===== config.mk =====
export PLATFORM = sky130hd
export DESIGN_NAME = mux4_rr_arb_reg
export DESIGN_NICKNAME = d
export VERILOG_FILES = /design/src/rtl/mux4_pkg.sv /design/src/rtl/mux4.sv /design/src/rtl/rr_arb4.sv /design/src/rtl/mux4_rr_arb_reg.sv
export SDC_FILE = /design/constraint.sdc
export NUM_CORES = 1
export LEC_CHECK = 0
export ABC_AREA = 1
export CAP_MARGIN = 25
export CORE_MARGIN = 2
export CORE_UTILIZATION = 44
export CTS_BUF_LIST = sky130_fd_sc_hd__clkbuf_8 sky130_fd_sc_hd__clkbuf_16
export DETAILED_ROUTE_END_ITERATION = 10
export PLACE_DENSITY = 0.95
export REMOVE_ABC_BUFFERS = 1
export SLEW_MARGIN = 0
export SYNTH_ARGS = -nofsm -noshare
export SYNTH_HDL_FRONTEND = slang
export SYNTH_HIERARCHICAL = 1
export SYNTH_SLANG_ARGS = --single-unit

===== constraint.sdc =====
create_clock -name clk -period 3.3 [get_ports clk]
set_input_delay 0.825 -clock clk [delete_from_list [all_inputs] [get_ports clk]]
set_output_delay 0.825 -clock clk [all_outputs]
set_load 0.005 [all_outputs]

===== src/rtl/mux4_pkg.sv =====
// Shared channel indices and select type for the 4-channel round-robin feed stage.
package mux4_pkg;

    localparam int NUM_CH = 4;

    typedef logic [1:0] sel_t;

    localparam sel_t CH_A = 2'd0;
    localparam sel_t CH_B = 2'd1;
    localparam sel_t CH_C = 2'd2;
    localparam sel_t CH_D = 2'd3;

    function automatic logic [NUM_CH-1:0] sel_onehot(input sel_t sel);
        logic [NUM_CH-1:0] oh;
        oh      = '0;
        oh[sel] = 1'b1;
        return oh;
    endfunction

endpackage


===== src/rtl/mux4.sv =====
// Plain 4:1 n-bit data mux, select 0..3 picks d0..d3.
module mux4 #(
    parameter int BUS_WIDTH = 8
) (
    input  logic [BUS_WIDTH-1:0] d0,
    input  logic [BUS_WIDTH-1:0] d1,
    input  logic [BUS_WIDTH-1:0] d2,
    input  logic [BUS_WIDTH-1:0] d3,
    input  logic [1:0]           sel,
    output logic [BUS_WIDTH-1:0] y
);

    always_comb begin
        case (sel)
            2'd0:    y = d0;
            2'd1:    y = d1;
            2'd2:    y = d2;
            default: y = d3;
        endcase
    end

endmodule


===== src/rtl/rr_arb4.sv =====
// Combinational 4-way round-robin search starting at ptr; first requester wins.
module rr_arb4
    import mux4_pkg::*;
(
    input  logic [NUM_CH-1:0] req,
    input  sel_t              ptr,
    output sel_t              gnt_idx,
    output logic              gnt_any
);

    always_comb begin
        sel_t idx;
        gnt_idx = ptr;
        gnt_any = 1'b0;
        for (int k = 0; k < NUM_CH; k++) begin
            idx = ptr + sel_t'(k);
            if (!gnt_any && req[idx]) begin
                gnt_any = 1'b1;
                gnt_idx = idx;
            end
        end
    end

endmodule


===== src/rtl/mux4_rr_arb_reg.sv =====
// Four valid/ready producers arbitrated round-robin into one registered output slot.
// Optional per-channel saturating grant counters with MUX4_RR_GRANT_CNT_EN.
module mux4_rr_arb_reg
    import mux4_pkg::*;
#(
    parameter int BUS_WIDTH = 8
) (
    input  logic                 clk,
    input  logic                 rst_n,
    input  logic [BUS_WIDTH-1:0] a,
    input  logic [BUS_WIDTH-1:0] b,
    input  logic [BUS_WIDTH-1:0] c,
    input  logic [BUS_WIDTH-1:0] d,
    input  logic                 a_valid,
    input  logic                 b_valid,
    input  logic                 c_valid,
    input  logic                 d_valid,
    output logic                 a_ready,
    output logic                 b_ready,
    output logic                 c_ready,
    output logic                 d_ready,
    output logic [BUS_WIDTH-1:0] y,
    output logic [1:0]           y_sel,
    output logic                 y_valid,
`ifdef MUX4_RR_GRANT_CNT_EN
    output logic [31:0]          grant_cnt,
`endif
    input  logic                 y_ready
);

    sel_t                 ptr;
    sel_t                 gnt_idx;
    logic                 gnt_any;
    logic                 load;
    logic [NUM_CH-1:0]    rdy;
    logic [BUS_WIDTH-1:0] mux_y;

    rr_arb4 u_arb (
        .req     ({d_valid, c_valid, b_valid, a_valid}),
        .ptr     (ptr),
        .gnt_idx (gnt_idx),
        .gnt_any (gnt_any)
    );

    mux4 #(.BUS_WIDTH(BUS_WIDTH)) u_mux (
        .d0  (a),
        .d1  (b),
        .d2  (c),
        .d3  (d),
        .sel (gnt_idx),
        .y   (mux_y)
    );

    // Gating with rst_n keeps producers from seeing a handshake that reset will drop.
    assign load = rst_n & (~y_valid | y_ready) & gnt_any;
    assign rdy  = load ? sel_onehot(gnt_idx) : '0;

    assign a_ready = rdy[CH_A];
    assign b_ready = rdy[CH_B];
    assign c_ready = rdy[CH_C];
    assign d_ready = rdy[CH_D];

    always_ff @(posedge clk) begin
        if (!rst_n) begin
            y       <= '0;
            y_sel   <= CH_A;
            y_valid <= 1'b0;
            ptr     <= CH_A;
        end else if (load) begin
            y       <= mux_y;
            y_sel   <= gnt_idx;
            y_valid <= 1'b1;
            ptr     <= gnt_idx + 2'd1;
        end else if (y_ready) begin
            y_valid <= 1'b0;
        end
    end

`ifdef MUX4_RR_GRANT_CNT_EN
    logic [7:0] cnt [NUM_CH];

    always_ff @(posedge clk) begin
        if (!rst_n) begin
            for (int i = 0; i < NUM_CH; i++) cnt[i] <= '0;
        end else if (load && cnt[gnt_idx] != 8'hFF) begin
            cnt[gnt_idx] <= cnt[gnt_idx] + 8'd1;
        end
    end

    assign grant_cnt = {cnt[3], cnt[2], cnt[1], cnt[0]};
`endif

endmodule


After elaboration in Yosys (flattened, before gate mapping)
Index checks and enable logic that the tools add are counted.
W data, S select, Z words.
{"block": "totals", "out_inout_bits": 15, "input_bits": 39, "ff_bits": 13, "elab_cells": 50}
{"block": "op_classes", "eq_ne": 2, "order_cmp": 6, "bitwise_logic": 4, "n_mux": 21, "reduce_logical": 9, "addsub": 4}
{"cell": "$pmux W8 S3", "count": 1}
{"cell": "$lt A2 B3 Y1 const B", "count": 5}
{"cell": "$mux W1", "count": 11}
{"cell": "$bmux W1 S2", "count": 4}
{"cell": "$mux W2", "count": 3}
{"cell": "$add A2 B1 Y2 const B", "count": 2}
{"cell": "$add A2 B2 Y2 const B", "count": 2}
{"cell": "$logic_and A1 B1 Y1", "count": 4}
{"cell": "$mux W4", "count": 1}
{"cell": "$logic_not A1 Y1", "count": 3}
{"cell": "$and A1 B1 Y1", "count": 2}
{"cell": "$demux W1 S2", "count": 1}
{"cell": "$eq A2 B1 Y1 const B", "count": 1}
{"cell": "$eq A2 B2 Y1 const B", "count": 1}
{"cell": "$ge A2 B1 Y1 const B", "count": 1}
{"cell": "$logic_not A2 Y1", "count": 1}
{"cell": "$reduce_bool A2 Y1", "count": 1}
{"cell": "$not A1 Y1", "count": 1}
{"cell": "$or A1 B1 Y1", "count": 1}

Longest topological paths before layout
{"block": "depth", "word_depth": 17, "mapped_depth": 17, "depth_no_buf": 16}

Modules after synthesis
Netlist, hierarchy kept.
{"module": "mux4_rr_arb_reg", "seq_area_each_um2": 260.2, "cells_per_inst": 72, "n_inst": 1, "area_per_inst_um2": 593.1}
{"module": "rr_arb4", "seq_area_each_um2": 0.0, "cells_per_inst": 64, "n_inst": 1, "area_per_inst_um2": 299.0}
{"module": "mux4", "seq_area_each_um2": 0.0, "cells_per_inst": 47, "n_inst": 1, "area_per_inst_um2": 264.0}

Least setup slack after synthesis
No wires, ideal clock.
{"block": "synth_path", "path_type": "in2out", "start": "in d_valid", "end": "out a_ready", "arrival_time_ps": 1962, "n_path_buf": 0, "path_slack_ps": 513, "cell_stages": 11, "t_required_ps": 2475, "cell_sequence": "nand2_1 nand2_2 nand2_2 nand2_2 a21oi_2 nand3_2 o21ai_1 inv_1 ha_1 inv_1 nor2_2"}
{"block": "synth_via", "elab_chain_len": 17, "elab_cells_between_ends": 28, "cone_classes": "order compare: 2; mux: 18; bitwise: 1; reduce/logical: 7"}
{"item": "from (decl)", "line": "mux4_rr_arb_reg.sv:17", "text": "input logic d_valid,"}
{"item": "$bmux W1 S2", "line": "rr_arb4.sv:17", "text": "if (!gnt_any && req[idx]) begin"}
{"item": "$mux W1 (implied by the code)", "line": "rr_arb4.sv:17"}
{"item": "$mux W1", "line": "rr_arb4.sv:17"}
{"item": "$logic_not A1 Y1", "line": "rr_arb4.sv:17"}
{"item": "$logic_and A1 B1 Y1", "line": "rr_arb4.sv:17"}
{"item": "$mux W1", "line": "rr_arb4.sv:17"}
{"item": "$logic_not A1 Y1", "line": "rr_arb4.sv:17"}
{"item": "$logic_and A1 B1 Y1", "line": "rr_arb4.sv:17"}
{"item": "[2 not listed]"}
{"item": "$logic_and A1 B1 Y1", "line": "rr_arb4.sv:17"}
{"item": "$mux W2 *", "line": "rr_arb4.sv:17"}
{"item": "named net gnt_idx[0]", "line": "mux4_rr_arb_reg.sv:32", "text": "sel_t gnt_idx;"}
{"item": "$lt A2 B3 Y1 (implied by the code) / $ge A2 B1 Y1 (equally long branches)", "line": "mux4_pkg.sv:16", "text": "oh[sel] = 1'b1;"}
{"item": "$logic_and A1 B1 Y1 (implied by the code)", "line": "mux4_pkg.sv:16"}
{"item": "$mux W1 (implied by the code)", "line": "mux4_pkg.sv:16"}
{"item": "$demux W1 S2 *", "line": "mux4_pkg.sv:16"}
{"item": "$mux W4 *", "line": "mux4_rr_arb_reg.sv:56", "text": "assign rdy = load ? sel_onehot(gnt_idx) : '0;"}
{"item": "to (decl)", "line": "mux4_rr_arb_reg.sv:18", "text": "output logic a_ready,"}
The timed path passes the listed nets; every way through them passes the cells marked *. The select of a mux whose other input is x is not followed.

Final worst setup path
{"block": "layout_path", "start": "in a_valid", "end": "out a_ready"}
{"block": "layout_via", "elab_chain_len": 17, "elab_cells_between_ends": 28, "cone_classes": "order compare: 2; mux: 18; bitwise: 1; reduce/logical: 7"}
{"item": "from (decl)", "line": "mux4_rr_arb_reg.sv:14", "text": "input logic a_valid,"}
{"item": "$bmux W1 S2", "line": "rr_arb4.sv:17"}
{"item": "$mux W1 (implied by the code)", "line": "rr_arb4.sv:17"}
{"item": "$mux W1", "line": "rr_arb4.sv:17"}
{"item": "$logic_not A1 Y1", "line": "rr_arb4.sv:17"}
{"item": "$logic_and A1 B1 Y1", "line": "rr_arb4.sv:17"}
{"item": "$mux W1", "line": "rr_arb4.sv:17"}
{"item": "$logic_not A1 Y1", "line": "rr_arb4.sv:17"}
{"item": "$logic_and A1 B1 Y1", "line": "rr_arb4.sv:17"}
{"item": "[2 not listed]"}
{"item": "$logic_and A1 B1 Y1", "line": "rr_arb4.sv:17"}
{"item": "$mux W2 *", "line": "rr_arb4.sv:17"}
{"item": "named net gnt_idx[1]", "line": "mux4_rr_arb_reg.sv:32"}
{"item": "$lt A2 B3 Y1 (implied by the code) / $ge A2 B1 Y1 (equally long branches)", "line": "mux4_pkg.sv:16"}
{"item": "$logic_and A1 B1 Y1 (implied by the code)", "line": "mux4_pkg.sv:16"}
{"item": "$mux W1 (implied by the code)", "line": "mux4_pkg.sv:16"}
{"item": "$demux W1 S2 *", "line": "mux4_pkg.sv:16"}
{"item": "$mux W4 *", "line": "mux4_rr_arb_reg.sv:56"}
Marked as above.

==> impl_metrics.csv <==
group,metric,value,unit
status,status,"finished clean",
synthesis,syn-instance-count,183,
critical_path,path_class,"in -> out",
sta,slew_headroom,84.7,%
critical_path,max_stage_delay,180,ps
sta,max_freq,315,MHz
sta,fin_crit_sh,96.2,%
sta,slew_violations,0,
die,rows,18,
die,dieArea,3050,µm²
cells_and_area,drive_gt1_share,30.4,%
critical_path,cpLargestDelayFamily,"simple AND/OR/NAND/NOR gates",
synthesis,synth_area_leader_cell,"dfxtp_1",
synthesis,synth-seq-area-share,22.5,%
synthesis,yosys_warnings,6,
die,dieHeight,55.3,µm
synthesis,synth-compound-area-share,2.92,%
synthesis,synth_xor_area_share,0.758,%
critical_path,crit_slowest_cell,"ha_1",
cells_and_area,fillCellCount,171,
synthesis,yosys.area_share.adder,4.33,%
synthesis,synth_top_family_by_area,"simple AND/OR/NAND/NOR gates",
grt,grt-ovfl-total,0,
worst_hold_path,hp-class,"reg -> reg",
drt,postRouteAntennaNets,0,
placed_design,portBuffers,53,
drt,vias,1559,
drt,drt-total-wl,4120,µm
critical_path,crit_required,2470,ps
sta,fin_hold_ws,455,ps
synthesis,synthMuxAreaShare,0,%
power,irDropWorstVdd,840,µV
die,core_area,2480,µm²
drt,drc,0,
clock_tree,clock-sinks,13,
clock_tree,clk_latency,250,ps
synthesis,synthDominantCellAreaShare,22.5,%
cells_and_area,final_nets,297,
grt,antenna_found_initial,0,
placed_design,gp_congestion,0.895,
flow_run,drv_cap,0,
cells_and_area,layout-area-overhead-vs-synth,66.5,%
clock_tree,cts_buffer_depth,2,
die,initial_utilization,46.7,%
sta,setup_viol,0,
clock_tree,root_buffer,"clkbuf_8",
critical_path,cp-start-kind,"input pin",
critical_path,path_max_fanout,3,
critical_path,worstPathCellList,"clkbuf_2 > nand2_2 > nand3_2 > nand2_4 > nand3_2 > nand2_1 > nand2_1 > nand2_1 > nand2_2 > nand2_2 > buf_6 > inv_4 > ha_1 > inv_1 > nor2_2 > buf_2",
drt,viasPerCell,5.51,
grt,grt_max_degree,13,
clock_tree,cts_hold_buf,0,
synthesis,synthSimpleGateAreaFrac,56.8,%
drt,drt_first_pass_iters,4,
power,leakage,0.895,nW
synthesis,synth_cell_types,21,
sta,rsz0062_at_grt,"no",
synthesis,synth_area_leaders,"dfxtp_1 23%, nand2_1 21%, nand3_1 15%, nand3_2 6.9%, buf_6 4.9%",
die,die_w,55.3,µm
critical_path,worstSetupEndpointType,"output pin",
grt,grt_usage,26.0,%
grt,grt_pass1_wl,6410,µm
clock_tree,clkTransAtPathRegs,60,ps
critical_path,cp_num_buf_inv,5,
sta,fin_crit,3180,ps
cells_and_area,fin_util,77.7,%
synthesis,syn_area_per_cell,6.32,µm²
clock_tree,cts_max_level,1,
grt,grt_pass1_vias,1423,
power,finalPower,2.20,mW
synthesis,ys_seq_elements,13,
clock_tree,cts_buffers,3,
drt,avgRoutedWirePerCell,14.6,µm
critical_path,crit_arrival,2350,ps
sta,tightestPinTransition,230,ps
cells_and_area,n_antenna_cell,0,
placed_design,post-dp-hpwl,2690,µm
sta,finalHoldViolCount,0,
clock_tree,cts_tree,"done",
die,boundaryPins,54,
synthesis,syn-cell-area,1160,µm²
sta,skew,1.31,ps
drt,drtIter0Drc,82,
power,power_density,1140,nW/µm²
worst min-delay path, cell delays in order (launching register included):
cell     delay, ps
dfxtp_1        320
nand3_2         60
nand2_1         40
layer usage:
| metal | vias up | GRT usage, % | share of wire [%] |
|---|---|---|---|
| met5 | - | 0 | 0 |
| met4 | 0 | 13.9 | 3.4 |
| met3 | 15 | 3.51 | 8.2 |
| met2 | 94 | 46.1 | 51 |
| met1 | 714 | 30.0 | 38 |
| li1 | 736 | - | - |
cell families (layout without fill, tap and decap cells):
group,Yosys count,after routing
buffers and inverters,27,97
and+or+nand+nor,132,132
AOI/OAI and AO/OA,6,6
xor gates and xnor gates,1,1
DFF,13,13
adders and majority gates,4,4
power breakdown:
group	switching (mW)	internal, mW	leakage [nW]
Clock	0.0648	0.0824	0.0269
Combinational	1.03	0.765	0.760
Sequential	0.0417	0.220	0.108
Total	1.14	1.07	0.895
cell usage in the layout, fill, tap and decap left out, drive strengths merged:
| cell | instances |
|---|---|
| a21oi | 4 |
| buf | 23 |
| clkbuf | 8 |
| clkdlybuf4s50 | 45 |
| dfxtp | 13 |
| ha | 4 |
| inv | 21 |
| nand2 | 72 |
| nand3 | 43 |
| nand4 | 9 |
| nor2 | 8 |
| o21ai | 2 |
| xor2 | 1 |
final timing paths:
check | from | to | slack (ps) | cells past startpoint
setup / recovery | a_valid | a_ready | 120 | 16
hold / removal | y[4] | y[4] | 450 | 2
setup reg to reg | ptr[0] | y[4] | 860 | 19
hold reg to reg | y[4] | y[4] | 450 | 2
cell usage after synthesis (all sizes together):
cell type  count
xor2           1
dfxtp         13
nand3         43
nand4          9
o21ai          2
ha             4
inv           20
buf            7
a21oi          4
nand2         72
nor2           8
what timing repair did:
action / in CTS / in global routing
hold endpoints to repair: 0 / 0
pin swaps: 10 / 13
gates resized for setup: 30 / 27
setup endpoints to repair: 4 / 4
buffers inserted: 6 / 4
stage by stage:
step	setup WS [ps]	std cells	instance area (µm²)	setup TNS (ps)
after floorplan	-238	176	1090	-728
after global placement	-498	269	1730	-1920
after detailed placement	-599	269	1730	-2310
after CTS	-11.5	279	1870	-11.5
after global routing	52.8	283	1920	0
final	124	283	1920	0
flip-flops by register name, summed over array words and instances, names as in the netlist:
register	count
y	8
y_valid	1
ptr	2
y_sel	2
final cells by class:
type	instances	area (µm²)	share of cell area, %
well taps	30	37.5	1.95
repair buffers	73	652	33.9
clock buffers	3	41.3	2.15
multi-input cells	143	850	44.1
inverters	20	80.1	4.16
flip-flops and latches	13	260	13.5
clock inverters	1	3.75	0.195
No activity file was read; power rests on OpenSTA's default activity.
